===== src/rtl/display_scheduler.sv =====
// Arbitrates the 4-digit 7-segment display between clock, alarm and countdown sources,
// with fixed priority, a minimum dwell before preemption, per-source blink and the scan tick.
module display_scheduler #(
  parameter int SCAN_DIV  = 100000,
  parameter int MIN_HOLD  = 1000,
  parameter int BLINK_DIV = 500
) (
  input  logic        clk,
  input  logic        rst_n,
  input  logic [2:0]  req,
  input  logic [15:0] dat0,
  input  logic [15:0] dat1,
  input  logic [15:0] dat2,
  input  logic [2:0]  blink,
  output logic [15:0] big_bin,
  output logic [3:0]  an_mask,
  output logic        scan_tick,
  output logic [2:0]  grant
);

  localparam int PW = (SCAN_DIV > 1) ? $clog2(SCAN_DIV) : 1;
  localparam int HW = $clog2(MIN_HOLD + 1);
  localparam int BW = (BLINK_DIV > 1) ? $clog2(BLINK_DIV) : 1;

  localparam logic [PW-1:0] PRE_LAST   = PW'(SCAN_DIV - 1);
  localparam logic [HW-1:0] HOLD_MAX   = HW'(MIN_HOLD);
  localparam logic [BW-1:0] BLINK_LAST = BW'(BLINK_DIV - 1);

  typedef enum logic {ST_IDLE, ST_OWN} state_t;

  state_t         r_state;
  logic [2:0]     r_grant;
  logic [PW-1:0]  r_pre;
  logic           r_scan_tick;
  logic [HW-1:0]  r_hold;
  logic [BW-1:0]  r_bcnt;
  logic           r_phase;
  logic [15:0]    r_big_bin;
  logic [3:0]     r_an_mask;

  logic [2:0]     w_winner;
  logic           w_owner_req;
  logic           w_higher;
  logic           w_hold_done;
  logic [15:0]    w_dat_sel;
  logic           w_blank;

  function automatic logic [2:0] f_winner(input logic [2:0] r);
    if (r[2])      return 3'b100;
    else if (r[1]) return 3'b010;
    else if (r[0]) return 3'b001;
    else           return 3'b000;
  endfunction

  // One-hot grant with bit 2 highest, so a numerically larger winner is higher priority.
  assign w_winner    = f_winner(req);
  assign w_owner_req = |(req & r_grant);
  assign w_higher    = (w_winner > r_grant);
  assign w_hold_done = (r_hold >= HOLD_MAX);

  always_ff @(posedge clk or negedge rst_n) begin
    if (!rst_n) begin
      r_pre       <= '0;
      r_scan_tick <= 1'b0;
    end else begin
      r_scan_tick <= (r_pre == PRE_LAST);
      if (r_pre == PRE_LAST) r_pre <= '0;
      else                   r_pre <= r_pre + 1'b1;
    end
  end

  always_ff @(posedge clk or negedge rst_n) begin
    if (!rst_n) begin
      r_state <= ST_IDLE;
      r_grant <= 3'b000;
      r_hold  <= '0;
      r_bcnt  <= '0;
      r_phase <= 1'b0;
    end else begin
      case (r_state)
        ST_IDLE: begin
          if (req != 3'b000) begin
            r_state <= ST_OWN;
            r_grant <= w_winner;
            r_hold  <= '0;
            r_bcnt  <= '0;
            r_phase <= 1'b0;
          end
        end
        ST_OWN: begin
          if (!w_owner_req) begin
            // Owner released: hand over at once (no dwell check) or fall idle.
            r_state <= (req != 3'b000) ? ST_OWN : ST_IDLE;
            r_grant <= w_winner;
            r_hold  <= '0;
            r_bcnt  <= '0;
            r_phase <= 1'b0;
          end else if (w_higher && w_hold_done) begin
            r_grant <= w_winner;
            r_hold  <= '0;
            r_bcnt  <= '0;
            r_phase <= 1'b0;
          end else if (r_scan_tick) begin
            if (!w_hold_done) r_hold <= r_hold + 1'b1;
            if (r_bcnt == BLINK_LAST) begin
              r_bcnt  <= '0;
              r_phase <= ~r_phase;
            end else begin
              r_bcnt <= r_bcnt + 1'b1;
            end
          end
        end
        default: begin
          r_state <= ST_IDLE;
          r_grant <= 3'b000;
        end
      endcase
    end
  end

  always_comb begin
    w_dat_sel = 16'h0000;
    case (r_grant)
      3'b001:  w_dat_sel = dat0;
      3'b010:  w_dat_sel = dat1;
      3'b100:  w_dat_sel = dat2;
      default: w_dat_sel = 16'h0000;
    endcase
  end

  assign w_blank = (r_state == ST_IDLE) || ((|(blink & r_grant)) && r_phase);

  // Datapath resamples live data and blink every clk: one clk behind the grant.
  always_ff @(posedge clk or negedge rst_n) begin
    if (!rst_n) begin
      r_big_bin <= 16'h0000;
      r_an_mask <= 4'hF;
    end else begin
      r_big_bin <= w_dat_sel;
      r_an_mask <= w_blank ? 4'hF : 4'h0;
    end
  end

  assign big_bin   = r_big_bin;
  assign an_mask   = r_an_mask;
  assign scan_tick = r_scan_tick;
  assign grant     = r_grant;

endmodule


===== config.mk =====
export PLATFORM = sky130hd
export DESIGN_NAME = display_scheduler
export DESIGN_NICKNAME = d
export VERILOG_FILES = /design/src/rtl/display_scheduler.sv
export SDC_FILE = /design/constraint.sdc
export NUM_CORES = 1
export LEC_CHECK = 0
export ABC_AREA = 1
export ABC_CLOCK_PERIOD_IN_PS = 3430
export CORE_UTILIZATION = 54
export DETAILED_ROUTE_END_ITERATION = 8
export PLACE_DENSITY = 0.91
export SYNTH_ARGS = -nofsm -noshare
export SYNTH_HDL_FRONTEND = slang
export SYNTH_SLANG_ARGS = --single-unit

===== constraint.sdc =====
create_clock -name clk -period 3.43 [get_ports clk]
set_clock_uncertainty 0.15 [all_clocks]
set_input_delay 0.686 -clock clk [delete_from_list [all_inputs] [get_ports clk]]
set_output_delay 0.686 -clock clk [all_outputs]
set_load 0.005 [all_outputs]

---- Word-level counts from Yosys, hierarchy flattened ----
Cells that the tools add are included.
storage, ports and cells
  flip-flop bits (word level) ............. 62
  logic and storage cells ................. 69
operators by class
  bitwise logic cells ..................... 4
  mux-type cells .......................... 31
  $add $sub $neg .......................... 3
  equal/unequal tests ..................... 10
  magnitude comparators ................... 2
  reduce and logical (&&, ||, !) cells .... 10
operators with widths
  operator               count
  $mux 10                5
  $pmux 16 s3            1
  $mux 9                 5
  $pmux 10 s2            1
  $pmux 9 s2             1
  $add 17x1->17 const B  1
  $eq 17x17->1 const B   1
  $mux 17                1
  $mux 3                 4
  $add 10x1->10 const B  1
  $ge 10x10->1 const B   1
  $add 9x1->9 const B    1
  $eq 9x9->1 const B     1
  $mux 1                 8
  $ne 4x3->1 const B     2
  $and 3x3->3            2
  $pmux 3 s2             1
  $reduce_and 3->1       2
  $reduce_or 3->1        2
  $mux 4                 1
  $ne 4x2->1 const B     1
  $pmux 1 s2             2
  $reduce_and 2->1       2
  $eq 3x1->1 const B     1
  other kinds (10)       12

---- Depth between registers and ports, before layout ----
Gate-level depths: netlist (run 1).
  word-level depth ........................ 8
  mapped depth ............................ 15
  depth with buffers taken out ............ 15

---- Worst setup path before layout (run 1) ----
OpenSTA, ideal clock, no wires.
  kind .................................... input -> register
  start ................................... in req[1]
  end ..................................... reg r_hold[8]
  stages .................................. 12
  path buffers ............................ 1
  required time ........................... 3.162 ns
  arrival time ............................ 1.890 ns
  setup time .............................. 0.118 ns
  slack ................................... 1.272 ns
  cell sequence ........................... inv_1 -> nand2_1 -> nor2_1 -> inv_1 -> ha_1 -> nand3_1 -> nand2_1 -> nor2_1 -> buf_2 -> nor2_1 -> nand3_1 -> o21ai_2
on the way
  cells in the longest elaborated chain, start to end .. 7
  elaborated cells between the ends (all ways) .. 14
ends and longest elaborated chain
  element               RTL line  source
  start, declared       10        input logic [2:0] req,
  $mux 2                50        else if (r[1]) return 3'b010;
  $mux 3                49        if (r[2]) return 3'b100;
  $gt 3x3->1            58        assign w_higher = (w_winner > r_grant);
  $logic_and 1x1->1     98        end else if (w_higher && w_hold_done) begin
  $mux 10               98
  $mux 10               91        if (!w_owner_req) begin
  $pmux 10 s2           80        case (r_state)
  end signal, assigned  104       if (!w_hold_done) r_hold <= r_hold + 1'b1;
  end, declared         35        logic [HW-1:0] r_hold;
Parallel ways exist; a longest one is shown, timed or not.
A chain may end at the register's enable or synchronous reset.

---- Final worst setup path (run 1) ----
  start ................................... in req[2]
  end ..................................... reg r_bcnt[4]
on the way
  cells in the longest elaborated chain, start to end .. 6
  elaborated cells between the ends (all ways) .. 12
ends and longest elaborated chain
  element               RTL line  source
  $mux 3 *              49
  via w_winner[1]       41        logic [2:0] w_winner;
  $gt 3x3->1 *          58
  $logic_and 1x1->1 *   98
  $mux 9                98
  $mux 9                91
  $pmux 9 s2            80
  end signal, assigned  109       r_bcnt <= r_bcnt + 1'b1;
  end, declared         36        logic [BW-1:0] r_bcnt;
Mark *: on every way through the listed nets, which the timed path passes. The rest lies on a longest branch.

==> results by group, run 1 <==
Pwr
  – Seq pwr share: a little under two fifths
  – Leak Pwr: 2.18 nW
  – Clock power share: about 25%
  – Net Sw Frac: 36.7%
  – Switching pwr: 0.871 mW
  – Pwr dens: between 500 and 600 nW/um^2
  – Total power: ~2.4 mW
  – Comb pwr share: ~38%
  – Power Internal: around 1.5 mW
  – VDD IR max: ~0.47 mV

Placed design
  – Placed cells: 613
  – GP Congestion: between 0.8 and 0.9
  – Hpwl dp: 6900 um
  – Port Buffer Count: 79

Die
  – # IOs: 80
  – Initial core utilization: 57.1%
  – Die Y: between 80 and 90 um
  – Core area: 6030 sq um
  – Die width: 81.8 um
  – Die area: roughly 6700 sq um
  – Rows: 28

Clocking
  – Worst-path clk slew: roughly 0.060 ns
  – H-tree levels: 3
  – CTS Buf Count: 9
  – CTS tree: built
  – Setup bufs post-CTS: 0
  – Skew-Pair Late Insertion Delay: around 0.34 ns
  – Clock Sinks: 59
  – Longest Clk Path Bufs: 2
  – Cts repair resizes: 0
  – CTS Hold Buffers Added: 0
  – Root buffer cell: clkbuf_8

Timing
  – RSZ-0062 raised after global routing: no
  – Setup Viol. Count Final: 0
  – Final min period: 2.70 ns
  – Post-route clock period utilization: between 70% and 80%
  – Final hold violations: 0
  – F_max: between 300 and 400 MHz
  – Max-slew violation count: 0
  – Setup TNS: 0 ns
  – Slew @ Worst Pin: 1.04 ns
  – Rel. slew slack: 30.9%

Routing
  – DR DRC count: 0
  – Vias post-DR: 3444
  – Via density: roughly 5.5
  – Post-route ant nets: 0
  – WL final: 9230 um
  – DR iter-0 viols: 170
  – Drt first pass iters: 5
  – Routed WL per cell: roughly 15 um

Flow run
  – Max Cap Viol: 0

Layout
  – Layout area overhead: 29.3%
  – Diodes inserted: 0
  – Fin cells: between 600 and 700
  – Share of layout cells above drive strength 1: 7.78%
  – # nets final: 613
  – # fillers: around 450

Logic synthesis
  – Number of synthesized register bits: 59
  – Primary FF master, synth: dfrtp_1
  – Yosys top cell by area: dfrtp_1
  – Mapped Cells: ~470
  – Average size of a mapped cell: roughly 7.4 sq um
  – Post-synthesis compound-gate area fraction: approximately 4.6%
  – Ys Warns: 0
  – XOR/XNOR share of the synthesized area: between 3 and 4%
  – Post-synth EDFFs: 0
  – Fraction of synthesized area in multiplexers: 0%
  – Adder-Cell Fraction of Synth Area: roughly 2.9%
  – Synth cell count leaders: 156 x nand2_1, 61 x nand3_1, 58 x dfrtp_1
  – Share of the synthesized area in the top cell type: 42.2%
  – Syn nets: 531
  – Unique masters post-synth: 30
  – Register area share after synthesis: between 40% and 50%
  – Synth area leaders: dfrtp_1 42%, nand2_1 17%, nand3_1 8.9%, inv_1 5.7%, nor2_1 4.7%
  – Count leader, synth: nand2_1
  – Mapped Area: about 3400 sq um
  – Simple logic cell fraction of the synthesized area: 38.2%
  – Main combinational cell family by area after synthesis: simple AND/OR/NAND/NOR gates
  – Asr flop ratio synth: 100%

Setup path
  – Req. time, crit path: ~3.5 ns
  – Crit. End Element: flip-flop
  – Register-to-Register Path Depth: 11
  – Reg2reg end: r_bcnt[4]
  – CP peak stage delay: 0.58 ns
  – Worst flop-to-flop path startpoint: grant[2]
  – Crit path max fanout: 12
  – R2R Setup Slk: between 1 and 1.5 ns
  – Data arrival, critical path: 2.77 ns
  – Crit path max-delay family: simple AND/OR/NAND/NOR gates
  – Crit Path Class: input pin to flip-flop
  – Cell Chain, Critical Path: clkdlybuf4s50_1, nor2_1, ha_1, nand3_1, nand2_1, nand2_1, nand2_1, nand3_2, nand2_2, inv_2, nand2_1, o21ai_1
  – CP startpoint: req[2]
  – WP buf/inv: 2
  – Slowest cell on the critical path: clkdlybuf4s50_1
  – Most used cell, CP: nand2_1
  – Startpoint types: input pin

Global route
  – Largest net degree at the start of global routing: 46
  – GR Util All Layers: between 30% and 40%
  – Global-route wire length before repair: around 15000 um
  – Vias in the first global route: roughly 3500
  – Antenna violations before repair: 0
  – Remaining Overflow, GRT: 0

Min path
  – Worst hold path class: flip-flop to flip-flop
  – Min-Delay Endpoint: r_pre[2]
  – Hold Path Cell Cnt: 1
  – HP Start: r_pre[2]

Outcome
  – Status: completed
[power by group through the flow]
| stage | combinational [mW] | clock, mW | sequential (mW) |
|---|---|---|---|
| final | 0.903 | 0.581 | 0.890 |
| after global routing | 0.991 | 0.618 | 0.900 |
| after CTS | 0.901 | 0.588 | 0.889 |
| after detailed placement | 0.886 | 0 | 0.900 |
| after global placement | 0.846 | 0 | 0.893 |
| after floorplan | 0.518 | 0 | 0.890 |
[routing by layer]
layer | global-route usage, % | part of all wire [%] | up-vias
li1 | - | - | 1651
met3 | 7.00 | 5.1 | 27
met5 | 0 | 0 | -
met2 | 56.9 | 54 | 136
met1 | 31.7 | 38 | 1630
met4 | 14.4 | 3.0 | 0
[registers in the layout, summed over array words and instances, names as in the netlist]
| signal | count |
|---|---|
| r_hold | 10 |
| big_bin | 16 |
| grant | 3 |
| scan_tick | 1 |
| r_bcnt | 9 |
| r_phase | 1 |
| an_mask | 1 |
| r_pre | 17 |
| r_state | 1 |
[metrics by stage]
| stage | util [%] | worst slack, ns | hold WS [ns] | cell area [sq um] |
|---|---|---|---|---|
| 2_1_floorplan | - | 1.27 | 0.240 | 3440 |
| 3_3_place_gp | 70.9 | 0.623 | 0.331 | 4270 |
| 3_5_place_dp | 70.9 | 0.479 | 0.336 | 4270 |
| 4_1_cts | 73.9 | 0.785 | 0.348 | 4450 |
| 5_1_grt | 73.9 | 0.562 | 0.368 | 4450 |
| 6_report | 73.9 | 0.733 | 0.350 | 4450 |
[how the worst max path moves through the flow]
stage	slack [ns]	to	depth (start not counted)
2_1_floorplan	1.27	r_hold[8]	12
3_3_place_gp	0.62	r_bcnt[4]	12
3_5_place_dp	0.48	r_bcnt[4]	12
4_1_cts	0.79	r_bcnt[4]	12
5_1_grt	0.56	r_bcnt[2]	16
6_report	0.73	r_bcnt[4]	12
[cell usage in the layout (no fill, tap or decap)]
cell type        instances
nand2_1                156
clkdlybuf4s50_1         78
nand3_1                 61
dfrtp_1                 58
inv_1                   52
nor2_1                  43
nand4_1                 12
clkbuf_8                12
xor2_1                  11
o21ai_2                  9
nor3_1                   8
ha_1                     8
o21ai_0                  6
a21oi_1                  5
nand3_2                  5
nor4_1                   4
buf_4                    4
inv_2                    3
nor3_2                   2
or2_2                    2
o21bai_1                 2
o21ai_1                  2
clkinv_2                 2
nand3b_1                 1
nor3b_1                  1
nand2_2                  1
nand3_4                  1
xnor2_1                  1
dfstp_2                  1
clkbuf_1                 1
buf_2                    1
[cells by family (layout without fill, tap and decap cells)]
logic type / Yosys count / after routing
and+or+nand+nor: 297 / 297
AOI/OAI and AO/OA: 24 / 24
buffers and inverters: 67 / 153
adders and majority gates: 8 / 8
xor gates and xnor gates: 12 / 12
DFF: 59 / 59
[final cells by class]
cell class              count  area [sq um]  share of cell area, %
clock buffers              13           169                   3.80
clock inverters             2          10.0                  0.225
inverters                  55           206                   4.64
multi-input cells         341          1680                   37.7
flip-flops and latches     59          1480                   33.2
well taps                  75          93.8                   2.11
repair buffers             83           816                   18.3
(Power assumes the default switching activity.)
==> run 2: changes to the inputs <==
- ABC_CLOCK_PERIOD_IN_PS: 3430 -> 2730
- CORE_UTILIZATION: 54 -> 50
- PLACE_DENSITY: 0.91 -> 0.86
- clock period: 3.43 -> 2.73 ns (I/O delays scaled with it)
==> results by group, run 2 (synthesis gave the netlist of run 1 again) <==
Setup path
  – Req. time, crit path: 2.79 ns (-0.71 ns)
  – Worst flop-to-flop path startpoint: grant[2]
  – Reg2reg end: r_bcnt[4]
  – WP buf/inv: 4 (+2)
  – Most used cell, CP: nand2_1
  – Slowest cell on the critical path: clkdlybuf4s50_1
  – CP peak stage delay: 0.44 ns (-0.14 ns)
  – Crit path max-delay family: simple AND/OR/NAND/NOR gates
  – Data arrival, critical path: 2.53 ns (-0.24 ns)
  – R2R Setup Slk: 0.55 ns (-0.56 ns)
  – Crit Path Class: input pin to flip-flop
  – Startpoint types: input pin
  – Register-to-Register Path Depth: 11 (unchanged)
  – Cell Chain, Critical Path: clkdlybuf4s50_1, inv_1, nand2_1, nor2_1, inv_1, ha_1, nand3_1, nand2_1, nand2_1, nand3_2, nand2_2, inv_2, nand2_1, o21ai_1
  – Crit. End Element: flip-flop
  – Crit path max fanout: 12 (unchanged)

Placed design
  – Hpwl dp: 6260 um (-9.3%)
  – Pre-CTS setup slack: -0.0352 ns (-0.515 ns)
  – Port Buffer Count: 79 (unchanged)
  – GP Congestion: 0.849 (-5.0%)

Die
  – Die area: 7220 sq um (+7.8%)
  – # IOs: 80 (unchanged)
  – Initial core utilization: 53.0% (-4.1 points)
  – Die width: 85.0 um (+3.8%)
  – Rows: 29 (+3.6%)
  – Die Y: 85.0 um (+3.8%)
  – Core area: 6490 sq um (+7.8%)

Timing
  – F_max: 406 MHz
  – Setup Viol. Count Final: 0 (unchanged)
  – RSZ-0062 raised after global routing: no
  – Rel. slew slack: 51.6% (+21 points)
  – Max-slew violation count: 0 (unchanged)
  – Final min period: between 2 and 2.5 ns
  – Post-route clock period utilization: roughly 90%
  – Worst setup margin: 0.269 ns (-0.464 ns)
  – Slew @ Worst Pin: 0.727 ns (-0.310 ns)
  – Final hold violations: 0 (unchanged)

Global route
  – Vias in the first global route: 3241 (-6.8%)
  – Remaining Overflow, GRT: 0 (unchanged)
  – Antenna violations before repair: 0 (unchanged)
  – Global-route wire length before repair: 14100 um (-7.4%)
  – Largest net degree at the start of global routing: 60 (+30%)
  – GR Util All Layers: 24.8% (-5.6 points)

Clocking
  – Longest Clk Path Bufs: 2 (unchanged)
  – Root buffer cell: clkbuf_8
  – Clock Sinks: 59 (unchanged)
  – H-tree levels: 3 (unchanged)
  – Setup bufs post-CTS: 0 (unchanged)
  – CTS Hold Buffers Added: 0 (unchanged)
  – Worst-path clk slew: 0.07 ns (about the same)
  – CTS tree: built
  – Cts repair resizes: 0 (unchanged)
  – Skew-Pair Late Insertion Delay: 0.33 ns (about the same)
  – CTS Buf Count: 9 (unchanged)

Routing
  – Via density: 5.16 (-5.9%)
  – Routed WL per cell: 13.2 um (-11%)
  – WL final: 8340 um (-9.7%)
  – Post-route ant nets: 0 (unchanged)
  – DR DRC count: 0 (unchanged)
  – DR iter-0 viols: 196 (+15%)
  – Drt first pass iters: 4 (-1)
  – Vias post-DR: 3273 (-5.0%)

Layout
  – Diodes inserted: 0 (unchanged)
  – # fillers: 518 (+14%)
  – # nets final: 616 (+0.49%)
  – Most common cell after layout, fill and taps aside: nand2_1
  – Share of layout cells above drive strength 1: 8.62% (+0.84 points)
  – Layout area overhead: 31.0%
  – Most frequent cells in the layout: 156 x nand2_1, 78 x clkdlybuf4s50_1, 61 x nand3_1
  – Largest register FFs: 17 (unchanged)
  – Largest reg by FF count: r_pre

Pwr
  – Pwr dens: 679 nW/um^2 (+27%)
  – Total power: 3.06 mW (+29%)
  – Leak Pwr: 2.21 nW (+1.3%)
  – VDD IR max: 0.414 mV (-12%)

Outcome
  – Status: completed

Flow run
  – Max Cap Viol: 0 (unchanged)

Min path
  – Worst hold path class: input pin to async pin
run 2: cell types whose count changed in the layout (fill, tap and decap cells not counted), sizes merged:
| cell | change |
|---|---|
| clkinvlp | +1 |
| clkbuf | -1 |
| bufinv | +1 |
| buf | +3 |
run 2: area by class of cell:
type                            instances  area, sq um  area share [%]
Timing Repair Buffer                   86          838            18.6
Multi-Input combinational cell        341         1680            37.2
Sequential cell                        59         1480            32.8
Tap cell                               77         96.3            2.14
Clock inverter                          4         47.5            1.05
Inverter                               55          206            4.58
Clock buffer                           12          165            3.66
run 2: routing by layer:
metal | GRT usage [%] | part of all wire, %
met1 | 27.4 | 41
met2 | 44.9 | 53
met3 | 6.32 | 3.9
met4 | 11.2 | 2.4
met5 | 0 | 0
run 2: worst max path at each step:
stage,startpoint,end,slack (ns),depth (start not counted)
floorplan,req[1],r_hold[8],0.71,12
global placement,req[2],r_bcnt[4],0.05,12
detailed placement,req[2],r_bcnt[4],-0.04,12
CTS,req[1],r_bcnt[4],0.31,14
global route,req[2],r_bcnt[7],0.11,12
finish,req[1],r_bcnt[4],0.27,14
run 2: metrics by stage:
stage	setup TNS (ns)	hold slack, ns	area (sq um)	util (%)	std cells
floorplan	0	0.100	3440	-	467
global placement	0	0.332	4300	66.2	618
detailed placement	-0.173	0.340	4300	66.2	618
CTS	0	0.221	4510	69.4	634
global route	0	0.260	4510	69.4	634
finish	0	0.208	4510	69.4	634
run 2: report_power, final:
group / switching, mW / total, mW / internal [mW]
sequential: 0.0933 / 1.11 / 1.01
clock: 0.340 / 0.833 / 0.493
combinational: 0.627 / 1.12 / 0.495
total: 1.06 / 3.06 / 2.00
